[config.mk]
export PLATFORM = sky130hd
export DESIGN_NAME = pong_game_engine
export DESIGN_NICKNAME = d
export VERILOG_FILES = /design/src/rtl/pong_pkg.sv /design/src/rtl/pong_tick_gen.sv /design/src/rtl/pong_game_engine.sv
export SDC_FILE = /design/constraint.sdc
export NUM_CORES = 1
export LEC_CHECK = 0
export ABC_AREA = 1
export BUFFER_PORTS_ARGS = -buffer_cell sky130_fd_sc_hd__buf_2
export CORE_UTILIZATION = 40
export DETAILED_ROUTE_END_ITERATION = 12
export SLEW_MARGIN = 20
export SYNTH_ARGS = -nofsm -noshare
export SYNTH_HDL_FRONTEND = slang
export SYNTH_SLANG_ARGS = --single-unit
[constraint.sdc]
create_clock -name clk_clk -period 2.6 [get_ports clk_clk]
set_clock_uncertainty 0.2 [all_clocks]
set_input_delay 0.39 -clock clk_clk [delete_from_list [all_inputs] [get_ports clk_clk]]
set_output_delay 0.39 -clock clk_clk [all_outputs]
set_load 0.05 [all_outputs]
[src/rtl/pong_pkg.sv]
// Shared Pong types, default geometry and the paddle step helper.
// The engine and the bench testbench scenarios override timing through module parameters.
package pong_pkg;

  typedef enum logic [1:0] {
    SERVE = 2'd0,
    PLAY  = 2'd1,
    OVER  = 2'd2
  } state_t;

  localparam int DEF_TICK_DIV    = 833333;
  localparam int DEF_SCR_W       = 640;
  localparam int DEF_SCR_H       = 480;
  localparam int DEF_BALL_SZ     = 8;
  localparam int DEF_PAD_H       = 80;
  localparam int DEF_PAD_W       = 8;
  localparam int DEF_PAD_E_X     = 16;
  localparam int DEF_PAD_D_X     = 616;
  localparam int DEF_PAD_SPD     = 4;
  localparam int DEF_BALL_SPD    = 2;
  localparam int DEF_SERVE_TICKS = 60;
  localparam int DEF_MAX_SCORE   = 9;

  // Button bits are laid out as {right down, right up, left down, left up}.
  localparam int BTN_E_UP = 0;
  localparam int BTN_E_DN = 1;
  localparam int BTN_D_UP = 2;
  localparam int BTN_D_DN = 3;

  // One paddle step: up-only or down-only moves and saturates, anything else holds.
  function automatic logic [9:0] pad_move(
    input logic [9:0] y,
    input logic       up,
    input logic       dn,
    input logic [9:0] spd,
    input logic [9:0] y_max
  );
    logic [9:0] y_new;
    y_new = y;
    if (up && !dn) begin
      y_new = (y < spd) ? 10'd0 : y - spd;
    end else if (dn && !up) begin
      y_new = (y > y_max - spd) ? y_max : y + spd;
    end
    return y_new;
  endfunction

endpackage

[src/rtl/pong_tick_gen.sv]
// Physics tick generator: free-running divider that pulses o_tick for one
// cycle each time it wraps from TICK_DIV-1 back to 0.
module pong_tick_gen #(
  parameter int TICK_DIV = pong_pkg::DEF_TICK_DIV
) (
  input  logic i_clk,
  input  logic i_srst,
  output logic o_tick
);

  localparam int CW = (TICK_DIV > 1) ? $clog2(TICK_DIV) : 1;
  localparam logic [CW-1:0] LAST = CW'(TICK_DIV - 1);

  logic [CW-1:0] r_cnt;
  logic          r_tick;

  always_ff @(posedge i_clk) begin
    if (i_srst) begin
      r_cnt  <= '0;
      r_tick <= 1'b0;
    end else if (r_cnt == LAST) begin
      r_cnt  <= '0;
      r_tick <= 1'b1;
    end else begin
      r_cnt  <= r_cnt + 1'b1;
      r_tick <= 1'b0;
    end
  end

  assign o_tick = r_tick;

endmodule

[src/rtl/pong_game_engine.sv]
// Pong physics and game sequencing: paddles, ball, bounces, scoring and
// the SERVE/PLAY/OVER flow, all advanced once per frame tick.
module pong_game_engine
  import pong_pkg::*;
#(
  parameter int TICK_DIV    = DEF_TICK_DIV,
  parameter int SCR_W       = DEF_SCR_W,
  parameter int SCR_H       = DEF_SCR_H,
  parameter int BALL_SZ     = DEF_BALL_SZ,
  parameter int PAD_H       = DEF_PAD_H,
  parameter int PAD_W       = DEF_PAD_W,
  parameter int PAD_E_X     = DEF_PAD_E_X,
  parameter int PAD_D_X     = DEF_PAD_D_X,
  parameter int PAD_SPD     = DEF_PAD_SPD,
  parameter int BALL_SPD    = DEF_BALL_SPD,
  parameter int SERVE_TICKS = DEF_SERVE_TICKS,
  parameter int MAX_SCORE   = DEF_MAX_SCORE
) (
  input  logic       clk_clk,
  input  logic       reset_reset,
  input  logic [3:0] buttons_export,
  output logic [9:0] bola_x,
  output logic [9:0] bola_y,
  output logic [9:0] barra_e_y,
  output logic [9:0] barra_d_y,
  output logic [3:0] score_e,
  output logic [3:0] score_d,
  output logic       game_over,
  output logic       frame_tick
);

  localparam int SCW = (SERVE_TICKS > 1) ? $clog2(SERVE_TICKS) : 1;

  localparam logic [9:0] CTR_X     = 10'((SCR_W - BALL_SZ) / 2);
  localparam logic [9:0] CTR_Y     = 10'((SCR_H - BALL_SZ) / 2);
  localparam logic [9:0] PAD_Y0    = 10'((SCR_H - PAD_H) / 2);
  localparam logic [9:0] PAD_Y_MAX = 10'(SCR_H - PAD_H);
  localparam logic [9:0] Y_MAX     = 10'(SCR_H - BALL_SZ);
  localparam logic [9:0] X_AT_E    = 10'(PAD_E_X + PAD_W);
  localparam logic [9:0] X_AT_D    = 10'(PAD_D_X - BALL_SZ);
  localparam logic [3:0] SCORE_END = 4'(MAX_SCORE);

  localparam logic signed [10:0] S_SPD    = 11'(BALL_SPD);
  localparam logic signed [10:0] S_BALL   = 11'(BALL_SZ);
  localparam logic signed [10:0] S_X_MAX  = 11'(SCR_W - BALL_SZ);
  localparam logic signed [10:0] S_Y_MAX  = 11'(SCR_H - BALL_SZ);
  localparam logic signed [10:0] S_E_FACE = 11'(PAD_E_X + PAD_W);
  localparam logic signed [10:0] S_E_BACK = 11'(PAD_E_X);
  localparam logic signed [10:0] S_D_FACE = 11'(PAD_D_X);
  localparam logic signed [10:0] S_D_BACK = 11'(PAD_D_X + PAD_W);

  logic [3:0]     r_btn_meta;
  logic [3:0]     r_btn_sync;
  logic [9:0]     r_bola_x;
  logic [9:0]     r_bola_y;
  logic [9:0]     r_barra_e_y;
  logic [9:0]     r_barra_d_y;
  logic [3:0]     r_score_e;
  logic [3:0]     r_score_d;
  logic           r_vx_neg;
  logic           r_vy_neg;
  state_t         r_state;
  logic [SCW-1:0] r_serve_cnt;
  logic           r_game_over;

  logic           w_frame_tick;
  logic [3:0]     w_pressed;
  logic [9:0]     w_pad_y    [2];
  logic [9:0]     w_pad_next [2];

  pong_tick_gen #(
    .TICK_DIV (TICK_DIV)
  ) u_tick_gen (
    .i_clk  (clk_clk),
    .i_srst (reset_reset),
    .o_tick (w_frame_tick)
  );

  // KEYs are active-low; after synchronizing, a 1 means pressed.
  assign w_pressed  = ~r_btn_sync;
  assign w_pad_y[0] = r_barra_e_y;
  assign w_pad_y[1] = r_barra_d_y;

  genvar gi;
  generate
    for (gi = 0; gi < 2; gi++) begin : g_pad
      assign w_pad_next[gi] = pad_move(w_pad_y[gi],
                                       w_pressed[BTN_E_UP + 2 * gi],
                                       w_pressed[BTN_E_DN + 2 * gi],
                                       10'(PAD_SPD), PAD_Y_MAX);
    end
  endgenerate

  logic signed [10:0] w_vx;
  logic signed [10:0] w_vy;
  logic signed [10:0] w_nx;
  logic signed [10:0] w_ny;
  logic               w_ov_e;
  logic               w_ov_d;
  logic               w_hit_e;
  logic               w_hit_d;
  logic               w_miss_e;
  logic               w_miss_d;

  assign w_vx = r_vx_neg ? -S_SPD : S_SPD;
  assign w_vy = r_vy_neg ? -S_SPD : S_SPD;
  assign w_nx = $signed({1'b0, r_bola_x}) + w_vx;
  assign w_ny = $signed({1'b0, r_bola_y}) + w_vy;

  // Vertical overlap is judged on the ball and paddle positions before this tick's moves.
  assign w_ov_e = (({1'b0, r_bola_y} + 11'(BALL_SZ)) > {1'b0, r_barra_e_y}) &&
                  ({1'b0, r_bola_y} < ({1'b0, r_barra_e_y} + 11'(PAD_H)));
  assign w_ov_d = (({1'b0, r_bola_y} + 11'(BALL_SZ)) > {1'b0, r_barra_d_y}) &&
                  ({1'b0, r_bola_y} < ({1'b0, r_barra_d_y} + 11'(PAD_H)));

  assign w_hit_e  = r_vx_neg && (w_nx <= S_E_FACE) && ((w_nx + S_BALL) > S_E_BACK) && w_ov_e;
  assign w_hit_d  = !r_vx_neg && ((w_nx + S_BALL) >= S_D_FACE) && (w_nx < S_D_BACK) && w_ov_d;
  assign w_miss_e = (w_nx < 11'sd0);
  assign w_miss_d = (w_nx > S_X_MAX);

  logic [9:0]     w_x_next;
  logic [9:0]     w_y_next;
  logic           w_vx_neg_next;
  logic           w_vy_neg_next;
  logic [3:0]     w_se_next;
  logic [3:0]     w_sd_next;
  state_t         w_state_next;
  logic [SCW-1:0] w_serve_next;

  always_comb begin
    w_x_next      = r_bola_x;
    w_y_next      = r_bola_y;
    w_vx_neg_next = r_vx_neg;
    w_vy_neg_next = r_vy_neg;
    w_se_next     = r_score_e;
    w_sd_next     = r_score_d;
    w_state_next  = r_state;
    w_serve_next  = r_serve_cnt;
    case (r_state)
      SERVE: begin
        w_x_next = CTR_X;
        w_y_next = CTR_Y;
        if (r_serve_cnt == SCW'(SERVE_TICKS - 1)) begin
          w_state_next = PLAY;
          w_serve_next = '0;
        end else begin
          w_serve_next = r_serve_cnt + 1'b1;
        end
      end
      PLAY: begin
        if (w_ny < 11'sd0) begin
          w_y_next      = 10'd0;
          w_vy_neg_next = 1'b0;
        end else if (w_ny > S_Y_MAX) begin
          w_y_next      = Y_MAX;
          w_vy_neg_next = 1'b1;
        end else begin
          w_y_next = w_ny[9:0];
        end
        // A paddle hit wins over a miss computed from the same nx.
        if (w_hit_e) begin
          w_x_next      = X_AT_E;
          w_vx_neg_next = 1'b0;
        end else if (w_hit_d) begin
          w_x_next      = X_AT_D;
          w_vx_neg_next = 1'b1;
        end else if (w_miss_e || w_miss_d) begin
          w_x_next     = CTR_X;
          w_y_next     = CTR_Y;
          w_serve_next = '0;
          if (w_miss_e) begin
            w_sd_next     = r_score_d + 1'b1;
            w_vx_neg_next = 1'b1;
          end else begin
            w_se_next     = r_score_e + 1'b1;
            w_vx_neg_next = 1'b0;
          end
          w_state_next = ((w_sd_next == SCORE_END) || (w_se_next == SCORE_END)) ? OVER : SERVE;
        end else begin
          w_x_next = w_nx[9:0];
        end
      end
      default: begin
      end
    endcase
  end

  always_ff @(posedge clk_clk) begin
    if (reset_reset) begin
      r_btn_meta  <= 4'hF;
      r_btn_sync  <= 4'hF;
      r_bola_x    <= CTR_X;
      r_bola_y    <= CTR_Y;
      r_barra_e_y <= PAD_Y0;
      r_barra_d_y <= PAD_Y0;
      r_score_e   <= 4'd0;
      r_score_d   <= 4'd0;
      r_vx_neg    <= 1'b0;
      r_vy_neg    <= 1'b0;
      r_state     <= SERVE;
      r_serve_cnt <= '0;
      r_game_over <= 1'b0;
    end else begin
      r_btn_meta <= buttons_export;
      r_btn_sync <= r_btn_meta;
      if (w_frame_tick) begin
        if (r_state != OVER) begin
          r_barra_e_y <= w_pad_next[0];
          r_barra_d_y <= w_pad_next[1];
        end
        r_bola_x    <= w_x_next;
        r_bola_y    <= w_y_next;
        r_vx_neg    <= w_vx_neg_next;
        r_vy_neg    <= w_vy_neg_next;
        r_score_e   <= w_se_next;
        r_score_d   <= w_sd_next;
        r_state     <= w_state_next;
        r_serve_cnt <= w_serve_next;
        r_game_over <= (w_state_next == OVER);
      end
    end
  end

  assign bola_x     = r_bola_x;
  assign bola_y     = r_bola_y;
  assign barra_e_y  = r_barra_e_y;
  assign barra_d_y  = r_barra_d_y;
  assign score_e    = r_score_e;
  assign score_d    = r_score_d;
  assign game_over  = r_game_over;
  assign frame_tick = w_frame_tick;

endmodule

==> flow_metrics.py <==
metrics = {
    "outcome": {
        "outcome": "finished, violations left",
        "violations": "negative setup slack",
    },
    "worst_hold_path": {
        "hp-class": "in -> reg",
    },
    "power": {
        "p_int_mw": 1.964,
        "p_per_area_nw_per_um2": 289.3,
        "fin_total_pwr_mw": 2.648,
        "clkPwrFrac_pct": 48.9,
        "vdd_ir_drop_max_mv": 0.3816,
        "p_sw_share_pct": 25.84,
        "comb_power_share_pct": 3.1,
        "seq_power_share_pct": 48.0,
        "netSwitchingPower_uw": 684.2,
        "cellLeakagePower_nw": 4.188,
    },
    "place": {
        "pre_cts_slack_ns": -0.4377,
        "place.gp.congestion": 0.8780,
        "dp.cells": 1394,
        "portBuffers": 50,
        "hpwl_um": 14420,
    },
    "logic_synthesis": {
        "async_flop_share_pct": 0,
        "synth_top_cells_by_area": "dfxtp_1, ha_1, nand2_1, inv_1, a21oi_1",
        "synth_cells": 1018,
        "synth_area_per_cell_um2": 6.657,
        "synth_area_um2": 6776,
        "ys_types": 48,
        "yosysTopAreaCell": "dfxtp_1",
        "synth-main-ff-cell": "dfxtp_1",
        "synth_top_cell_area_share_pct": 24.52,
        "yosysSeqAreaShare_pct": 24.52,
        "yosysWarningCount": 0,
        "synth_edf_count": 0,
        "ys_ff_latch": 83,
    },
    "flow_run": {
        "cap_viol_max_count": 0,
    },
    "clock_network": {
        "ctsHoldBuffers": 0,
        "clock-sinks": 83,
        "clk_latency_ns": 0.35,
        "cts_htree_levels": 3,
        "clockRootBuffer": "clkbuf_16",
        "clk_path_buf_depth": 2,
        "numCtsBuffers": 9,
        "cts_tree": "built",
        "clk_pin_slew_worst_paths_ns": 0.07,
    },
    "critical_path": {
        "start_kind": "flop",
        "worstPathRequired_ns": 2.65,
        "critPathKind": "reg -> reg",
        "critPathCaptureType": "flop",
        "worstPathArrival_ns": 2.97,
        "path_max_fanout": 6,
    },
    "floorplan": {
        "die_area_um2": 17470,
        "start_util_pct": 40.86,
        "core_area_um2": 16580,
        "die_y_um": 132.2,
        "die_w_um": 132.2,
        "ioPinCount": 56,
        "num_rows": 47,
    },
    "sta": {
        "hold_viol": 0,
        "slew_headroom_pct": 55.82,
        "final-setup-viol-count": 36,
        "finalCritPeriodShare_pct": 112.3,
        "grt_setup_unrepaired": "true",
        "worst_pin_slew_ns": 0.6611,
        "clock.fmax_mhz": 342.4,
        "min_period_ns": 2.920,
        "timing.final.ws_setup_ns": -0.3203,
        "report.final.slew_viol_count": 0,
    },
    "routing": {
        "drcViolationCount": 0,
        "vias_per_cell": 5.006,
        "wirelength_um": 19030,
        "final_antenna_net_count": 0,
        "vias": 7108,
        "drtIter0Drc": 380,
        "drt-pass1-iter-count": 5,
        "wl_per_cell_um": 13.40,
    },
    "finish": {
        "multi_input_area_um2": 5049,
        "n_antenna_cell": 0,
        "final_common_cell": "nand2_1",
        "nFillCells": 1602,
        "final_cells": 1420,
        "drive_above_1_share_pct": 32.50,
        "final-seq-area_um2": 1724,
        "final_cell_mix": "nand2_1, buf_4, inv_1",
        "syn_to_final_growth_pct": 35.10,
        "post-route-util_pct": 55.21,
        "layout.nets": 1271,
    },
    "grt": {
        "grt_usage_pct": 22.04,
        "overflow": 0,
        "grt_pass1_vias": 6418,
        "grt_max_degree": 43,
        "grt_pass1_wl_um": 31030,
        "antenna_found_initial": 0,
    },
}
worst paths after layout:
check	startpoint	end	slack, ns	depth (start not counted)
worst max-delay path	r_vx_neg$_SDFFE_PP0P_	score_d[1]$_SDFFE_PP0P_	-0.32	20
worst min-delay path	buttons_export[2]	r_btn_meta[2]$_SDFF_PP1_	0.04	2
worst max register to register	r_vx_neg$_SDFFE_PP0P_	score_d[1]$_SDFFE_PP0P_	-0.32	20
worst min register to register	r_btn_meta[0]$_SDFF_PP1_	r_btn_sync[0]$_SDFF_PP1_	0.21	1
routing by layer:
layer	track usage, %	vias up	part of all wire, %
met4	6.718	0	1.5
met1	29.92	3238	48
met5	0	-	0
met2	35.89	138	47
met3	3.306	18	3.6
li1	-	3714	-
cell usage after synthesis, types with 2 or more instances:
| master | count |
|---|---|
| a211oi_1 | 5 |
| a21oi_1 | 84 |
| a21oi_2 | 2 |
| a31oi_1 | 2 |
| a32oi_1 | 2 |
| buf_4 | 5 |
| buf_6 | 2 |
| clkbuf_1 | 14 |
| clkinv_1 | 3 |
| dfxtp_1 | 83 |
| fa_1 | 2 |
| ha_1 | 68 |
| inv_1 | 125 |
| inv_2 | 6 |
| nand2_1 | 214 |
| nand2_2 | 23 |
| nand2_8 | 2 |
| nand3_1 | 74 |
| nand3_2 | 6 |
| nand3b_1 | 8 |
| nand4_1 | 18 |
| nor2_1 | 101 |
| nor2_2 | 5 |
| nor2_4 | 4 |
| nor3_1 | 24 |
| nor3b_1 | 7 |
| nor4_1 | 4 |
| o211ai_1 | 5 |
| o21a_1 | 5 |
| o21ai_0 | 49 |
| o21bai_1 | 2 |
| o31ai_1 | 3 |
| or2_2 | 13 |
| xnor2_1 | 5 |
| xor2_1 | 30 |
sequential cells by signal, indices dropped and copies added, names as in the netlist:
name / flops
u_tick_gen.r_cnt: 20
r_state: 2
score_d: 4
score_e: 4
r_btn_meta: 4
bola_x: 9
r_vx_neg: 1
bola_y: 10
barra_d_y: 8
r_vy_neg: 1
r_serve_cnt: 6
game_over: 1
u_tick_gen.o_tick: 1
r_btn_sync: 4
barra_e_y: 8
timing repair:
action / 4_1_cts / 5_1_grt
cloned: 3 / 0
buffers inserted: 3 / 6
setup endpoints to repair: 36 / 41
hold endpoints to repair: 0 / 0
resized for setup: 80 / 67
pin swaps: 32 / 38
final cells by class:
class | count | share of cell area [%]
Tap cell | 220 | 3.007
Timing Repair Buffer | 182 | 14.06
Timing Repair inverter | 1 | 0.1230
Multi-Input combinational cell | 784 | 55.15
Inverter | 134 | 5.603
Clock buffer | 9 | 2.460
Sequential cell | 83 | 18.83
Clock inverter | 7 | 0.7653
logic make-up (layout without fill, tap and decap cells):
family	after synthesis	count (layout)	synth area share [%]
simple gates	507	509	34.93
compound gates	165	165	13.46
buf+inv	157	333	9.361
flops	83	83	24.52
fa+ha+maj	70	70	13.15
xor+xnor	35	35	4.524
other cells	1	5	0.05534
stage by stage:
step | hold slack [ns] | area, um^2 | setup TNS (ns)
4_1_cts | 0.02627 | 8855 | -7.893
2_1_floorplan | 0.1895 | 6892 | -5.246
3_5_place_dp | 0.1932 | 8224 | -12.11
5_1_grt | 0.02754 | 9155 | -16.14
6_report | 0.03775 | 9155 | -9.285
3_3_place_gp | 0.1941 | 8224 | -10.96
power by group through the flow:
stage          clock, mW  sequential, mW  combinational [mW]
5_1_grt             1.39            1.27              0.0910
6_report            1.29            1.27              0.0822
3_5_place_dp           0            1.30              0.0806
2_1_floorplan          0            1.30              0.0680
3_3_place_gp           0            1.30              0.0808
4_1_cts             1.33            1.27              0.0822
worst max-delay path: stages, from the launching register on:
cell and delay (ns):
dfxtp_4 0.40, inv_1 0.08, fa_2 0.35, inv_2 0.07
buf_4 0.09, nand3_1 0.09, nand3_2 0.11, nand3_1 0.08
nor2_2 0.16, nand2_2 0.09, nor2_1 0.11, nand3_1 0.09
nand2_2 0.12, nand3_2 0.13, nor2_4 0.17, nor2_4 0.07
nand3_4 0.13, buf_12 0.13, inv_8 0.04, nor2_4 0.06
nor2_1 0.04
Power figures use the tool's default switching activity.
